==> src/rtl/ntt8_stage_scheduler_if.sv <==
// Control/handshake bundle between the NTT stage scheduler and its environment.
// master = scheduler side, slave = top-level control plus twiddle/butterfly datapath.
interface ntt8_stage_scheduler_if;
    logic       go;
    logic       busy;
    logic       done;
    logic       err;
    logic [4:0] tw_i;
    logic [4:0] tw_j;
    logic [4:0] tw_N;
    logic       tw_start;
    logic       tw_ack;
    logic       buf_ack;
    logic [2:0] rd_addr_u;
    logic [2:0] rd_addr_v;
    logic       wr_en;
    logic [2:0] wr_addr_u;
    logic [2:0] wr_addr_v;
    logic [1:0] stage;
    logic [1:0] bfly;

    modport master (
        input  go, tw_ack, buf_ack,
        output busy, done, err, tw_i, tw_j, tw_N, tw_start,
               rd_addr_u, rd_addr_v, wr_en, wr_addr_u, wr_addr_v, stage, bfly
    );

    modport slave (
        output go, tw_ack, buf_ack,
        input  busy, done, err, tw_i, tw_j, tw_N, tw_start,
               rd_addr_u, rd_addr_v, wr_en, wr_addr_u, wr_addr_v, stage, bfly
    );
endinterface

==> src/rtl/ntt8_stage_scheduler.sv <==
// Walks 3 stages x 4 butterflies of an in-place DIT 8-point NTT, min 4 cycles per butterfly.
// Waits on level acks from twiddle/butterfly units; a per-wait watchdog aborts with sticky err.
module ntt8_stage_scheduler #(
    parameter int NPTS    = 8,
    parameter int TIMEOUT = 64
) (
    input  logic                   clock,
    input  logic                   reset,
    ntt8_stage_scheduler_if.master bus
);
    localparam int CW = $clog2(TIMEOUT);

    typedef enum logic [2:0] {IDLE, ISSUE, WAIT_TW, WAIT_BUF, WRITE, DONE} state_t;

    state_t        state_q;
    logic [1:0]    s_q, k_q, pos_q;
    logic [2:0]    u_q, v_q;
    logic [CW-1:0] wdog_q;
    logic          busy_q, done_q, err_q, tw_start_q, wr_en_q;

    logic [1:0]    s_d, k_d, pos_d;
    logic [2:0]    u_d, v_d;
    logic [2:0]    half_w, grp_w;
    logic          last_d;

    // Coordinates and addresses of the butterfly to load next (first one when leaving IDLE).
    always_comb begin
        last_d = (k_q == 2'd3) && (s_q == 2'd2);
        s_d    = s_q;
        k_d    = k_q + 2'd1;
        if (state_q == IDLE) begin
            s_d = 2'd0;
            k_d = 2'd0;
        end else if (k_q == 2'd3) begin
            s_d = s_q + 2'd1;
            k_d = 2'd0;
        end
        half_w = 3'd1 << s_d;
        grp_w  = {1'b0, k_d} >> s_d;
        pos_d  = k_d & half_w[1:0] - 2'd1;
        u_d    = (grp_w << (s_d + 2'd1)) | {1'b0, pos_d};
        v_d    = u_d + half_w;
    end

    always_ff @(posedge clock) begin
        if (reset) begin
            state_q    <= IDLE;
            s_q        <= 2'd0;
            k_q        <= 2'd0;
            pos_q      <= 2'd0;
            u_q        <= 3'd0;
            v_q        <= 3'd0;
            wdog_q     <= '0;
            busy_q     <= 1'b0;
            done_q     <= 1'b0;
            err_q      <= 1'b0;
            tw_start_q <= 1'b0;
            wr_en_q    <= 1'b0;
        end else begin
            tw_start_q <= 1'b0;
            wr_en_q    <= 1'b0;
            done_q     <= 1'b0;
            case (state_q)
                IDLE: begin
                    if (bus.go) begin
                        err_q      <= 1'b0;
                        busy_q     <= 1'b1;
                        s_q        <= s_d;
                        k_q        <= k_d;
                        pos_q      <= pos_d;
                        u_q        <= u_d;
                        v_q        <= v_d;
                        tw_start_q <= 1'b1;
                        state_q    <= ISSUE;
                    end
                end
                ISSUE: begin
                    wdog_q  <= '0;
                    state_q <= WAIT_TW;
                end
                WAIT_TW: begin
                    if (bus.tw_ack) begin
                        wdog_q  <= '0;
                        state_q <= WAIT_BUF;
                    end else if (wdog_q == CW'(TIMEOUT - 1)) begin
                        err_q   <= 1'b1;
                        busy_q  <= 1'b0;
                        state_q <= IDLE;
                    end else begin
                        wdog_q <= wdog_q + CW'(1);
                    end
                end
                WAIT_BUF: begin
                    if (bus.buf_ack) begin
                        wr_en_q <= 1'b1;
                        state_q <= WRITE;
                    end else if (wdog_q == CW'(TIMEOUT - 1)) begin
                        err_q   <= 1'b1;
                        busy_q  <= 1'b0;
                        state_q <= IDLE;
                    end else begin
                        wdog_q <= wdog_q + CW'(1);
                    end
                end
                WRITE: begin
                    if (last_d) begin
                        done_q  <= 1'b1;
                        busy_q  <= 1'b0;
                        state_q <= DONE;
                    end else begin
                        s_q        <= s_d;
                        k_q        <= k_d;
                        pos_q      <= pos_d;
                        u_q        <= u_d;
                        v_q        <= v_d;
                        tw_start_q <= 1'b1;
                        state_q    <= ISSUE;
                    end
                end
                DONE:    state_q <= IDLE;
                default: state_q <= IDLE;
            endcase
        end
    end

    assign bus.busy      = busy_q;
    assign bus.done      = done_q;
    assign bus.err       = err_q;
    assign bus.tw_i      = {3'b000, s_q};
    assign bus.tw_j      = {3'b000, pos_q};
    assign bus.tw_N      = 5'(NPTS);
    assign bus.tw_start  = tw_start_q;
    assign bus.rd_addr_u = u_q;
    assign bus.rd_addr_v = v_q;
    assign bus.wr_en     = wr_en_q;
    assign bus.wr_addr_u = u_q;
    assign bus.wr_addr_v = v_q;
    assign bus.stage     = s_q;
    assign bus.bfly      = k_q;
endmodule

==> src/flat_wrapper.sv <==
// flat-port wrapper written by rule: the top's interface ports become plain ports
module ntt8_stage_scheduler_flat 
#(
    parameter int NPTS    = 8,
    parameter int TIMEOUT = 64
)
  (clock, reset, bus_go, bus_tw_ack, bus_buf_ack, bus_busy, bus_done, bus_err, bus_tw_i, bus_tw_j, bus_tw_N, bus_tw_start, bus_rd_addr_u, bus_rd_addr_v, bus_wr_en, bus_wr_addr_u, bus_wr_addr_v, bus_stage, bus_bfly);
  ntt8_stage_scheduler_if bus_i ();
  input  logic clock;
  input  logic reset;
  input wire logic [$bits(bus_i.go)-1:0] bus_go;
  input wire logic [$bits(bus_i.tw_ack)-1:0] bus_tw_ack;
  input wire logic [$bits(bus_i.buf_ack)-1:0] bus_buf_ack;
  output wire logic [$bits(bus_i.busy)-1:0] bus_busy;
  output wire logic [$bits(bus_i.done)-1:0] bus_done;
  output wire logic [$bits(bus_i.err)-1:0] bus_err;
  output wire logic [$bits(bus_i.tw_i)-1:0] bus_tw_i;
  output wire logic [$bits(bus_i.tw_j)-1:0] bus_tw_j;
  output wire logic [$bits(bus_i.tw_N)-1:0] bus_tw_N;
  output wire logic [$bits(bus_i.tw_start)-1:0] bus_tw_start;
  output wire logic [$bits(bus_i.rd_addr_u)-1:0] bus_rd_addr_u;
  output wire logic [$bits(bus_i.rd_addr_v)-1:0] bus_rd_addr_v;
  output wire logic [$bits(bus_i.wr_en)-1:0] bus_wr_en;
  output wire logic [$bits(bus_i.wr_addr_u)-1:0] bus_wr_addr_u;
  output wire logic [$bits(bus_i.wr_addr_v)-1:0] bus_wr_addr_v;
  output wire logic [$bits(bus_i.stage)-1:0] bus_stage;
  output wire logic [$bits(bus_i.bfly)-1:0] bus_bfly;
  assign bus_i.go = bus_go;
  assign bus_i.tw_ack = bus_tw_ack;
  assign bus_i.buf_ack = bus_buf_ack;
  assign bus_busy = bus_i.busy;
  assign bus_done = bus_i.done;
  assign bus_err = bus_i.err;
  assign bus_tw_i = bus_i.tw_i;
  assign bus_tw_j = bus_i.tw_j;
  assign bus_tw_N = bus_i.tw_N;
  assign bus_tw_start = bus_i.tw_start;
  assign bus_rd_addr_u = bus_i.rd_addr_u;
  assign bus_rd_addr_v = bus_i.rd_addr_v;
  assign bus_wr_en = bus_i.wr_en;
  assign bus_wr_addr_u = bus_i.wr_addr_u;
  assign bus_wr_addr_v = bus_i.wr_addr_v;
  assign bus_stage = bus_i.stage;
  assign bus_bfly = bus_i.bfly;
  ntt8_stage_scheduler #(.NPTS(NPTS), .TIMEOUT(TIMEOUT)) u_core (.clock(clock), .reset(reset), .bus(bus_i));
endmodule
==> config.mk <==
export PLATFORM = sky130hd
export DESIGN_NAME = ntt8_stage_scheduler_flat
export DESIGN_NICKNAME = d
export VERILOG_FILES = /design/src/rtl/ntt8_stage_scheduler_if.sv /design/src/rtl/ntt8_stage_scheduler.sv /design/src/flat_wrapper.sv
export SDC_FILE = /design/constraint.sdc
export NUM_CORES = 1
export LEC_CHECK = 0
export BUFFER_PORTS_ARGS = -buffer_cell sky130_fd_sc_hd__buf_2
export CAP_MARGIN = 20
export CORE_MARGIN = 5
export CORE_UTILIZATION = 47
export DETAILED_ROUTE_END_ITERATION = 10
export GPL_TIMING_DRIVEN = 1
export PLACE_DENSITY_LB_ADDON = 0.15
export SKIP_CTS_REPAIR_TIMING = 1
export SLEW_MARGIN = 40
export SYNTH_ARGS = -nofsm -noshare
export SYNTH_HDL_FRONTEND = slang
export SYNTH_SLANG_ARGS = --single-unit
==> constraint.sdc <==
create_clock -name clock -period 2.55 [get_ports clock]
set_input_delay 0.51 -clock clock [delete_from_list [all_inputs] [get_ports clock]]
set_output_delay 0.51 -clock clock [all_outputs]
set_load 0.02 [all_outputs]
# Word-level counts from Yosys, hierarchy flattened

Index checks and enable logic that the tools add are counted.

Add/sub/neg operators: 6
Shifts and indexed selects: 3
Eq/ne operators: 12
Reduce and logical (&&, ||, !) cells: 12
Bitwise gates (word level): 4
Muxes and demuxes: 45

Operators with widths:

| kind                                           | count |
|---|---|
| two-way mux 3 bit                              | 9 |
| two-way mux 2 bit                              | 10 |
| two-way mux 6 bit                              | 3 |
| one-hot mux 6 bit (3 select lines)             | 1 |
| one-hot mux 3 bit (5 select lines)             | 1 |
| two-way mux 1 bit                              | 13 |
| one-hot mux 2 bit (2 select lines)             | 3 |
| one-hot mux 3 bit (2 select lines)             | 2 |
| != test 2 bit (second input constant)          | 4 |
| adder 2 x 1 -> 2 bit (second input constant)   | 3 |
| adder 6 x 1 -> 6 bit (second input constant)   | 1 |
| == test 3 x 2 -> 1 bit (second input constant) | 2 |
| == test 6 bit (second input constant)          | 1 |
| nonzero test 3 bit                             | 2 |
| AND reduction 5 bit                            | 1 |
| == test 2 bit (second input constant)          | 2 |
| one-hot mux 1 bit (4 select lines)             | 1 |
| AND reduction 4 bit                            | 1 |
| nonzero test 4 bit                             | 1 |
| OR reduction 2 bit                             | 2 |
| adder 3 bit                                    | 1 |
| == test 3 x 1 -> 1 bit (second input constant) | 1 |
| == test 3 bit (second input constant)          | 1 |
| logical NOT 3 bit                              | 1 |
| other kinds (14)                               | 15 |

Word-level logic and storage cells: 94
Flip-flop bits (word level): 26
Output and inout port bits: 36

# Logic depth before layout (Yosys ltp)

Gate-level depths: netlist (run 1).

Depth after elaboration: 10
Gate-level depth with buffers: 14
Gate-level depth less buffers: 14

# Worst setup path after synthesis (run 1)

Ideal clock, no wire load.

Path kind: register to register
From: reg u_core.k_q[0], in the netlist u_core.bus.bfly[0]
To: reg u_core.v_q[2], in the netlist u_core.bus.rd_addr_v[2]
Slack: -0.401 ns
Data required time: 2.476 ns
Arrival time: 2.877 ns
Period minus slack after synthesis: 2.951 ns
Cell stages (with the launch flop): 15
Cell sequence: dfxtp_1 -> ha_1 -> buf_2 -> xor2_1 -> nand2_1 -> ha_1 -> nor3_1 -> a41oi_1 -> nor2_1 -> ha_1 -> inv_1 -> fa_1 -> xor2_1 -> a31o_2 -> a31oi_1

Word-level cells in the longest chain between the ends: 10

RTL lines:

| item                                 | RTL line                                                | RTL |
|---|---|---|
| start, declared                      | ntt8_stage_scheduler.sv:16                              | `logic [1:0] s_q, k_q, pos_q;` |
| start signal, assigned               | ntt8_stage_scheduler.sv:69                              | `k_q <= k_d;` |
| start signal, assigned               | ntt8_stage_scheduler.sv:112                             | `k_q <= k_d;` |
| == test 2 bit                        | ntt8_stage_scheduler.sv:34                              | `end else if (k_q == 2'd3) begin` |
| two-way mux 2 bit                    | ntt8_stage_scheduler.sv:34                              |  |
| two-way mux 2 bit                    | ntt8_stage_scheduler.sv:31                              | `if (state_q == IDLE) begin` |
| << shifter 1 x 2 -> 3 bit            | ntt8_stage_scheduler.sv:38                              | `half_w = 3'd1 << s_d;` |
| subtractor 2 x 1 -> 2 bit            | ntt8_stage_scheduler.sv:40                              | `pos_d = k_d & half_w[1:0] - 2'd1;` |
| AND 2 bit                            | ntt8_stage_scheduler.sv:40                              |  |
| bitwise OR 3 x 2 -> 3 bit *          | ntt8_stage_scheduler.sv:41                              | `u_d = (grp_w << (s_d + 2'd1)) \| {1'b0, pos_d};` |
| net u_core.u_d[0]                    | ntt8_stage_scheduler.sv:22                              | `logic [2:0] u_d, v_d;` |
| adder 3 bit *                        | ntt8_stage_scheduler.sv:42                              | `v_d = u_d + half_w;` |
| two-way mux 3 bit (on tied branches) | ntt8_stage_scheduler.sv:106, ntt8_stage_scheduler.sv:65 |  |
| one-hot mux 3 bit (2 select lines) * | ntt8_stage_scheduler.sv:63                              | `case (state_q)` |
| end signal, assigned                 | ntt8_stage_scheduler.sv:72                              | `v_q <= v_d;` |
| end signal, assigned                 | ntt8_stage_scheduler.sv:115                             | `v_q <= v_d;` |
| end, declared                        | ntt8_stage_scheduler.sv:17                              | `logic [2:0] u_q, v_q;` |

The timed path passes the listed nets; every way through them passes the cells marked *. The select of a mux whose other input is x is not followed.
A chain may end at the register's enable or synchronous reset.

# Final worst setup path (run 1)

Same ends and word-level chain as after synthesis.

==> reports/results.txt, run 1 <==
Initial DRC Count - 114
Hold depth - 2
P_leak - 0.845 nW
# nets final - 241
Failing checks - negative setup slack
Total track usage - 16.4%
Most used DFF post-synth - dfxtp_1
Post-Syn Area - 1580 sq um
Crit start category - flip-flop
Clk root buf - clkbuf_4
Fraction of layout cells with a size suffix above 1 - 36.1%
CP required - 2.81 ns
Post-synthesis register bit count - 26
Vert. Die Dim - 68.1 um
Worst r2r dst - u_core.bus.rd_addr_v[2]
Layout area overhead - 24.1%
Largest net degree at the start of global routing - 27
Worst r2r src - u_core.bus.bfly[0]
Maxcap violations - 0
Synth Instances - 191
Critical path class - reg -> reg
Grt total ovfl - 0
Num CTS Buffers - 3
Crit-path max FO - 5
Pwr per Cell Area - 458 nW/um^2
Port buffer count - 29
Number of flops mapped to enable cells by yosys - 0
Wire length per cell - 13.7 um
Clock Pin Slew Worst Setup and Hold Paths - 0.14 ns
Skew-Pair Late Insertion Delay - 0.32 ns
DPL Wire Length - 2790 um
Final ANT Viol Nets - 0
H-tree Lvls - 1
Final hold violation count - 0
Reg2reg setup slack - -0.01 ns
Setup-failing EPs final - 1
Core Area - 3310 sq um
Final Worst Setup Slack - -0.0101 ns
Most frequent cells in the layout - buf_2, buf_4, dfxtp_1
Max_slew headroom - 62.6%
First-pass GRT wire length - 5780 um
I/O pin cnt - 41
Clock sinks - 26
Post-layout util - 59.4%
Initial DRT Pass Iterations - 4
Setup crit end kind - flip-flop
DR DRC count - 0
Total number of vias - 1430
Routability cong. - 0.865
FFs w/ async S/R, synth - 0%
Period utilisation layout - 100%
CTS Buffer Depth - 2
VDD IR-drop max - 0.185 mV
Max Freq - 391 MHz
Syn. warnings - 0
Fin. max-slew vios - 0
FP Rows - 21
Vias per cell - 5.24
Initial antenna violation count - 0
Final Instance Area - 1970 sq um
Starting Density - 47.8%
Hold Crit Endpoint - u_core.pos_q[1]
Hold_sp - u_core.pos_q[1]
Die W - 68.1 um
Worst min path class - reg -> reg
Worst EP arrival - 2.82 ns
Final WL - 3740 um
Fin crit period - 2.56 ns
Most common cell after layout, fill and taps aside - buf_2
Synth cell types - 52
Die area - 4630 sq um
RSZ-0062 raised after global routing - true
CTS tree - done
Vias in the first global route - 1264
Post-synthesis sequential area ratio - 32.9%
Worst-Margin Slew - 0.557 ns
# diodes - 0
Status - complete, but fails checks
Placed inst area - 1840 sq um
Avg Cell Area, Syn - 8.29 sq um
Clk_skew - 0.000753 ns
R2r worst-path depth - 13
## metrics by stage
step | hold slack (ns) | cells | TNS, ns | setup WS [ns] | power [W]
floorplan | 0.470 | 200 | -0.0617 | -0.0617 | 0.000661
global placement | 0.444 | 265 | -0.00959 | -0.00959 | 0.000680
detailed placement | 0.441 | 265 | -0.159 | -0.159 | 0.000686
CTS | 0.458 | 269 | -0.196 | -0.196 | 0.000894
global route | 0.503 | 273 | -0.175 | -0.175 | 0.000955
finish | 0.459 | 273 | -0.0101 | -0.0101 | 0.000900
## where the power goes
part	switching (W)	internal (W)
registers	0.0000126	0.000425
logic	0.000164	0.0000888
clock network	0.000122	0.0000873
## logic make-up after synthesis
group / count (synthesis) / synth area share (%)
fa+ha+maj: 8 / 6.79
flops: 26 / 32.9
simple gates: 62 / 21.7
buf+inv: 39 / 14.5
other cells: 2 / 0.474
compound gates: 50 / 21.4
xor+xnor: 4 / 2.21
## state kept, by name (all words and copies together), names as in the netlist
name,cells
u_core.bus.tw_start,1
u_core.bus.busy,1
u_core.bus.bfly,2
u_core.bus.rd_addr_u,3
u_core.state_q,3
u_core.wdog_q,6
u_core.bus.stage,2
u_core.bus.wr_en,1
u_core.bus.done,1
u_core.pos_q,2
u_core.bus.err,1
u_core.bus.rd_addr_v,3
## metal layers
metal / vias to the layer above / global-route usage, % / part of all wire (%)
met2: 25 / 25.9 / 49
met3: 2 / 2.63 / 3.2
met5: - / 0 / 0
met4: 0 / 5.46 / 0.40
li1: 724 / - / -
met1: 679 / 22.6 / 47
## Yosys cell counts (2+ instances only)
master / n / area (sq um)
a211oi_1: 2 / 15.0
a21oi_1: 19 / 95.1
a31o_2: 2 / 17.5
a31oi_1: 2 / 12.5
and3_1: 2 / 12.5
buf_2: 4 / 20.0
buf_4: 21 / 158
clkbuf_1: 4 / 15.0
conb_1: 2 / 7.51
dfxtp_1: 26 / 521
ha_1: 7 / 87.6
inv_1: 10 / 37.5
nand2_1: 12 / 45.0
nand2b_1: 4 / 25.0
nand3_1: 5 / 25.0
nand3b_1: 2 / 15.0
nand4_1: 4 / 25.0
nor2_1: 13 / 48.8
nor2b_1: 2 / 12.5
nor3_1: 5 / 25.0
nor3_2: 2 / 20.0
o21ai_0: 6 / 30.0
o21bai_1: 2 / 15.0
or3_1: 3 / 18.8
xor2_1: 3 / 26.3
## worst max-delay path, cell delays in order, from the launching register on
cell and delay (ns):
dfxtp_4 0.39, ha_4 0.19, xor2_4 0.20, nand2_4 0.09, ha_4 0.19, nor3_4 0.22
a41oi_2 0.07, nor2_1 0.13, ha_1 0.16, inv_1 0.05, fa_2 0.32, xor2_1 0.16
a31o_2 0.21, a31oi_1 0.15
## worst max-delay path by stage
stage                             from                      end  cells past startpoint
floorplan           u_core.bus.bfly[0]  u_core.bus.rd_addr_v[2]                     14
global placement    u_core.bus.bfly[0]  u_core.bus.rd_addr_v[2]                     13
detailed placement  u_core.bus.bfly[0]  u_core.bus.rd_addr_v[2]                     13
CTS                 u_core.bus.bfly[0]  u_core.bus.rd_addr_v[2]                     13
global route        u_core.bus.bfly[0]  u_core.bus.rd_addr_v[2]                     13
finish              u_core.bus.bfly[0]  u_core.bus.rd_addr_v[2]                     13
## area by class of cell
class	count	area [sq um]
Fill cell	310	1350
Multi-Input combinational cell	135	987
Sequential cell	26	529
Timing Repair Buffer	52	318
Tap cell	46	57.6
Inverter	10	37.5
Clock buffer	4	36.3
No activity file was read; power rests on OpenSTA's default activity.
==> run 2: changes to the inputs <==
--- a/config.mk
+++ b/config.mk
@@ -12,5 +12,5 @@
 export DETAILED_ROUTE_END_ITERATION = 10
 export GPL_TIMING_DRIVEN = 1
-export PLACE_DENSITY_LB_ADDON = 0.15
+export PLACE_DENSITY = 0.72
 export SKIP_CTS_REPAIR_TIMING = 1
 export SLEW_MARGIN = 40
==> constraint.sdc (replaced) <==
create_clock -name clock -period 2.55 [get_ports clock]
set_input_delay 0.1275 -clock clock [delete_from_list [all_inputs] [get_ports clock]]
set_output_delay 0.1275 -clock clock [all_outputs]
set_load 0.02 [all_outputs]
==> reports/results.txt, run 2 (synthesis gave the netlist of run 1 again) <==
Total power - 0.000880 W (was 0.000900 W)
Reg2reg setup slack - 0.04 ns (was -0.01 ns)
Total track usage - 15.1% (was 16.4%)
Post-Layout Cell Count - 271 (was 273)
Worst min path class - in -> reg (was reg -> reg)
Maxcap violations - 0 (unchanged)
Crit-path cells - or3_4 > nand2_4 > inv_2 > ha_4 > a41oi_2 > nor2_1 > ha_1 > inv_1 > fa_2 > xor2_1 > a31o_2 > a31oi_1 (was ha_4 > xor2_4 > nand2_4 > ha_4 > nor3_4 > a41oi_2 > nor2_1 > ha_1 > inv_1 > fa_2 > xor2_1 > a31o_2 > a31oi_1)
Max_slew headroom - 63.8% (was 62.6%)
Hold Worst Slack - 0.166 ns (was 0.459 ns)
Wire length per cell - 12.6 um (was 13.7 um)
CTS tree - done (unchanged)
Die area - 4630 sq um (unchanged)
Final WL - 3420 um (was 3740 um)
Slowest CP cell - or3_4 (was dfxtp_4)
Worst-Margin Slew - 0.539 ns (was 0.557 ns)
Pwr per Cell Area - 450 nW/um^2 (was 458 nW/um^2)
Clock sinks - 26 (unchanged)
Most common cell after layout, fill and taps aside - buf_2 (unchanged)
Post-layout util - 59.1% (was 59.4%)
Clk root buf - clkbuf_4 (unchanged)
Max Freq - 399 MHz (was 391 MHz)
I/O pin cnt - 41 (unchanged)
Most frequent cells in the layout - buf_2, dfxtp_1, buf_4 (was buf_2, buf_4, dfxtp_1)
H-tree Lvls - 1 (unchanged)
Final Instance Area - 1960 sq um (was 1970 sq um)
Critical path capture point - u_core.bus.rd_addr_v[2] (unchanged)
Grt total ovfl - 0 (unchanged)
Setup crit end kind - flip-flop (unchanged)
Starting Density - 47.8% (unchanged)
Crit-path max FO - 3 (was 5)
P_leak - 0.843 nW (was 0.845 nW)
Initial DRT Pass Iterations - 4 (unchanged)
Core Area - 3310 sq um (unchanged)
Setup-failing EPs final - 0 (was 1)
Register area - 529 sq um (unchanged)
Largest net degree at the start of global routing - 27 (unchanged)
Max reg flops - 6 (unchanged)
Worst EP arrival - 2.76 ns (was 2.82 ns)
GR Util met3 - 4.27% (was 2.63%)
VDD IR-drop max - 0.341 mV (was 0.185 mV)
Fraction of layout cells with a size suffix above 1 - 35.1% (was 36.1%)
# nets final - 239 (was 241)
Most crowded layer after global routing - met2 (unchanged)
Crit path max-delay family - adder cells (unchanged)
Met1 usage - 18.4% (was 22.6%)
Num CTS Buffers - 3 (unchanged)
Critical path class - reg -> reg (unchanged)
Fillcell total - 317 (was 310)
Initial DRC Count - 52 (was 114)
Initial antenna violation count - 0 (unchanged)
Clk_skew - 0.00586 ns (was 0.000753 ns)
FP Rows - 21 (unchanged)
Vias in the first global route - 1235 (was 1264)
Fin. max-slew vios - 0 (unchanged)
CP required - 2.80 ns (was 2.81 ns)
Skew-Pair Late Insertion Delay - 0.31 ns (was 0.32 ns)
# diodes - 0 (unchanged)
Multi-input logic area - 992 sq um (was 987 sq um)
Met2 usage - 26.4% (was 25.9%)
Period utilisation layout - 98.3% (was 100%)
Layout area overhead - 23.5% (was 24.1%)
Placed inst area - 1860 sq um (was 1840 sq um)
Worst r2r dst - u_core.bus.rd_addr_v[2] (unchanged)
WP buf/inv - 2 (was 1)
Final ANT Viol Nets - 0 (unchanged)
DR DRC count - 0 (unchanged)
R2r worst-path depth - 12 (was 13)
Clock Pin Slew Worst Setup and Hold Paths - 0.13 ns (was 0.14 ns)
Port buffer count - 29 (unchanged)
Final hold violation count - 0 (unchanged)
Slowest Stage Delay on Critical Path - 0.43 ns (was 0.39 ns)
Crit start category - flip-flop (unchanged)
Worst path depth - 12 (was 13)
Vias per cell - 5.25 (was 5.24)
Worst r2r src - u_core.state_q[0] (was u_core.bus.bfly[0])
Status - completed (was complete, but fails checks)
Vert. Die Dim - 68.1 um (unchanged)
CTS Buffer Depth - 2 (unchanged)
RSZ-0062 raised after global routing - true (unchanged)
Placed cell count - 267 (was 265)
First-pass GRT wire length - 5390 um (was 5780 um)
Total number of vias - 1423 (was 1430)
Fin crit period - 2.51 ns (was 2.56 ns)
DPL Wire Length - 2630 um (was 2790 um)
Die W - 68.1 um (unchanged)
Biggest register - u_core.wdog_q (unchanged)
Routability cong. - 0.904 (was 0.865)
Crit path from - u_core.state_q[0] (was u_core.bus.bfly[0])
==> run 2: cell types whose count changed in the layout (fill, tap and decap cells not counted), sizes merged <==
cell  previous run  this run
buf             52        50
==> run 2: how the worst min path moves through the flow <==
stage / from / to / depth (start not counted) / slack, ns
floorplan: bus_go / u_core.bus.busy / 2 / 0.30
global placement: u_core.pos_q[1] / u_core.pos_q[1] / 2 / 0.44
detailed placement: u_core.pos_q[1] / u_core.pos_q[1] / 2 / 0.44
CTS: bus_go / u_core.bus.busy / 3 / 0.15
global route: bus_go / u_core.bus.busy / 3 / 0.13
finish: bus_go / u_core.bus.busy / 3 / 0.17
==> run 2: where the power goes <==
part,internal [W],switching [W],total (W),leakage [nW]
registers,0.000425,0.0000118,0.000437,0.213
logic,0.0000854,0.000158,0.000243,0.609
clock network,0.0000872,0.000112,0.000200,0.0210
total,0.000598,0.000282,0.000880,0.843
==> run 2: through the flow <==
step                TNS [ns]  setup WS (ns)
floorplan            -0.0617        -0.0617
global placement     -0.0142        -0.0142
detailed placement    -0.104         -0.104
CTS                   -0.139         -0.139
global route         -0.0811        -0.0811
finish                     0         0.0423
==> run 2: worst register-to-register path, delay by kind of cell, from the launching register on <==
kind / cells / cell delay [ns]
flops: 1 / 0.34
fa+ha+maj: 3 / 0.75
xor+xnor: 1 / 0.16
simple gates: 3 / 0.65
compound gates: 3 / 0.46
buf+inv: 2 / 0.10
==> run 2: final cells by class <==
class | count | share of cell area, %
clock buffer | 4 | 1.86
inverter | 10 | 1.92
multi-input combinational | 135 | 50.7
sequential | 26 | 27.1
tap | 46 | 2.94
timing repair buffer | 50 | 15.5
==> run 2: routing by layer <==
metal / part of all wire [%] / wire length (um)
met5: 0 / 0
met1: 44 / 1520
met2: 48 / 1650
met3: 6.8 / 232
met4: 0.61 / 21
==> run 3: changes to the inputs <==
CORE_MARGIN = not set   (was 5)
PLACE_DENSITY = 0.75   (was 0.72)
==> reports/results.txt, run 3 (synthesis gave the netlist of run 1 again) <==
Status - complete, but fails checks (was completed)
Failing checks - negative setup slack
Total track usage - 19.0% (was 15.1%)
Final ANT Viol Nets - 0 (unchanged)
Multi-input logic area - 980 sq um (was 992 sq um)
VDD IR-drop max - 0.199 mV (was 0.341 mV)
Clock network power share - 23.2% (was 22.7%)
Final WL - 3300 um (was 3420 um)
Total number of vias - 1394 (was 1423)
Most frequent cells in the layout - buf_2, dfxtp_1, buf_4 (unchanged)
CTS tree - done (unchanged)
H-tree Lvls - 1 (unchanged)
Final Worst Setup Slack - -0.0326 ns (was 0.0423 ns)
Final Instance Area - 1940 sq um (was 1960 sq um)
Max Freq - 387 MHz (was 399 MHz)
Sw Ratio - 32.5% (was 32.0%)
Initial DRT Pass Iterations - 4 (unchanged)
Setup crit end kind - flip-flop (unchanged)
Vias per cell - 5.18 (was 5.25)
Worst min path class - in -> reg (unchanged)
Starting Density - 50.6% (was 47.8%)
Vert. Die Dim - 60.1 um (was 68.1 um)
Crit start category - flip-flop (unchanged)
Initial DRC Count - 105 (was 52)
Grt total ovfl - 0 (unchanged)
RSZ-0062 raised after global routing - true (unchanged)
Maxcap violations - 0 (unchanged)
Initial antenna violation count - 0 (unchanged)
Skew-Pair Late Insertion Delay - 0.32 ns (was 0.31 ns)
I/O pin cnt - 41 (unchanged)
Biggest register - u_core.wdog_q (unchanged)
Fin. max-slew vios - 0 (unchanged)
Fin crit period - 2.58 ns (was 2.51 ns)
Num CTS Buffers - 3 (unchanged)
Int Pwr - 0.000598 W (about the same)
Crit-path max FO - 3 (unchanged)
Critical path class - reg -> reg (unchanged)
DR DRC count - 0 (unchanged)
Clk root buf - clkbuf_4 (unchanged)
Register area - 529 sq um (unchanged)
Largest net degree at the start of global routing - 27 (unchanged)
# nets final - 239 (unchanged)
Total power - 0.000885 W (was 0.000880 W)
CP required - 2.80 ns (about the same)
Wire length per cell - 12.3 um (was 12.6 um)
DPL Wire Length - 2470 um (was 2630 um)
CTS Buffer Depth - 2 (unchanged)
Switching pwr - 0.000288 W (was 0.000282 W)
Fillcell total - 287 (was 317)
Worst-Margin Slew - 0.553 ns (was 0.539 ns)
Core Area - 3130 sq um (was 3310 sq um)
Die W - 60.1 um (was 68.1 um)
Worst EP arrival - 2.84 ns (was 2.76 ns)
Layout area overhead - 22.5% (was 23.5%)
Max_slew headroom - 62.9% (was 63.8%)
Clock Pin Slew Worst Setup and Hold Paths - 0.14 ns (was 0.13 ns)
Gate power share - 27.4% (was 27.6%)
Placed inst area - 1830 sq um (was 1860 sq um)
Clk_skew - 0.00476 ns (was 0.00586 ns)
Hold Worst Slack - 0.153 ns (was 0.166 ns)
Seq pwr share - 49.4% (was 49.7%)
Setup-failing EPs final - 1 (was 0)
# diodes - 0 (unchanged)
Vias in the first global route - 1178 (was 1235)
First-pass GRT wire length - 5150 um (was 5390 um)
Max reg flops - 6 (unchanged)
Pwr per Cell Area - 456 nW/um^2 (was 450 nW/um^2)
Most common cell after layout, fill and taps aside - buf_2 (unchanged)
Period utilisation layout - 101% (was 98.3%)
Fraction of layout cells with a size suffix above 1 - 34.7% (was 35.1%)
Routability cong. - 0.868 (was 0.904)
P_leak - 0.841 nW (was 0.843 nW)
Clock sinks - 26 (unchanged)
Port buffer count - 29 (unchanged)
Die area - 3610 sq um (was 4630 sq um)
FP Rows - 20 (was 21)
Final hold violation count - 0 (unchanged)
run 3: changes by cell type in the layout (fill, tap and decap cells not counted):
| cell | before | now |
|---|---|---|
| ha_1 | 3 | 4 |
| ha_4 | 4 | 3 |
run 3: worst max-delay path: stages, from the launching register on:
cell and delay, ns:
dfxtp_4 0.37, inv_1 0.05, ha_1 0.31, nand2_2 0.10, nand3_4 0.11, ha_4 0.30
a41oi_2 0.10, nor2_1 0.13, ha_1 0.16, inv_1 0.05, fa_2 0.33, xor2_1 0.16
a31o_2 0.21, a31oi_1 0.15
run 3: final timing paths:
check	slack, ns	start	to	depth (start not counted)
max	-0.03	u_core.bus.stage[0]	u_core.bus.rd_addr_v[2]	13
min	0.15	bus_go	u_core.bus.busy	3
max reg2reg	-0.03	u_core.bus.stage[0]	u_core.bus.rd_addr_v[2]	13
min reg2reg	0.46	u_core.pos_q[1]	u_core.pos_q[1]	2
run 3: through the flow:
stage	std cells	TNS [ns]	setup WS (ns)	utilization (%)
2_1_floorplan	200	-0.0617	-0.0617	-
3_3_place_gp	262	0	0.00390	58.5
3_5_place_dp	262	-0.0953	-0.0953	58.5
4_1_cts	266	-0.133	-0.133	59.7
5_1_grt	269	-0.159	-0.159	62.0
6_report	269	-0.0326	-0.0326	62.0
run 3: cell type report:
class	count	share of cell area [%]
multi-input cells	135	50.5
flip-flops and latches	26	27.3
well taps	44	2.84
repair buffers	50	15.6
inverters	10	1.93
clock buffers	4	1.87
run 3: power groups by stage:
stage	registers, W	clock network, W	logic (W)
floorplan	0.000462	0	0.000198
finish	0.000437	0.000205	0.000243
global placement	0.000445	0	0.000236
global route	0.000441	0.000234	0.000269
detailed placement	0.000446	0	0.000237
CTS	0.000437	0.000211	0.000238
run 3: per-layer routing:
layer	global-route usage [%]	share of wire, %	up-vias	wire (um)
li1	-	-	714	-
met1	26.4	50	649	1650
met5	0	0	-	0
met4	5.98	0	0	0
met2	30.2	48	31	1570
met3	2.60	2.4	0	80
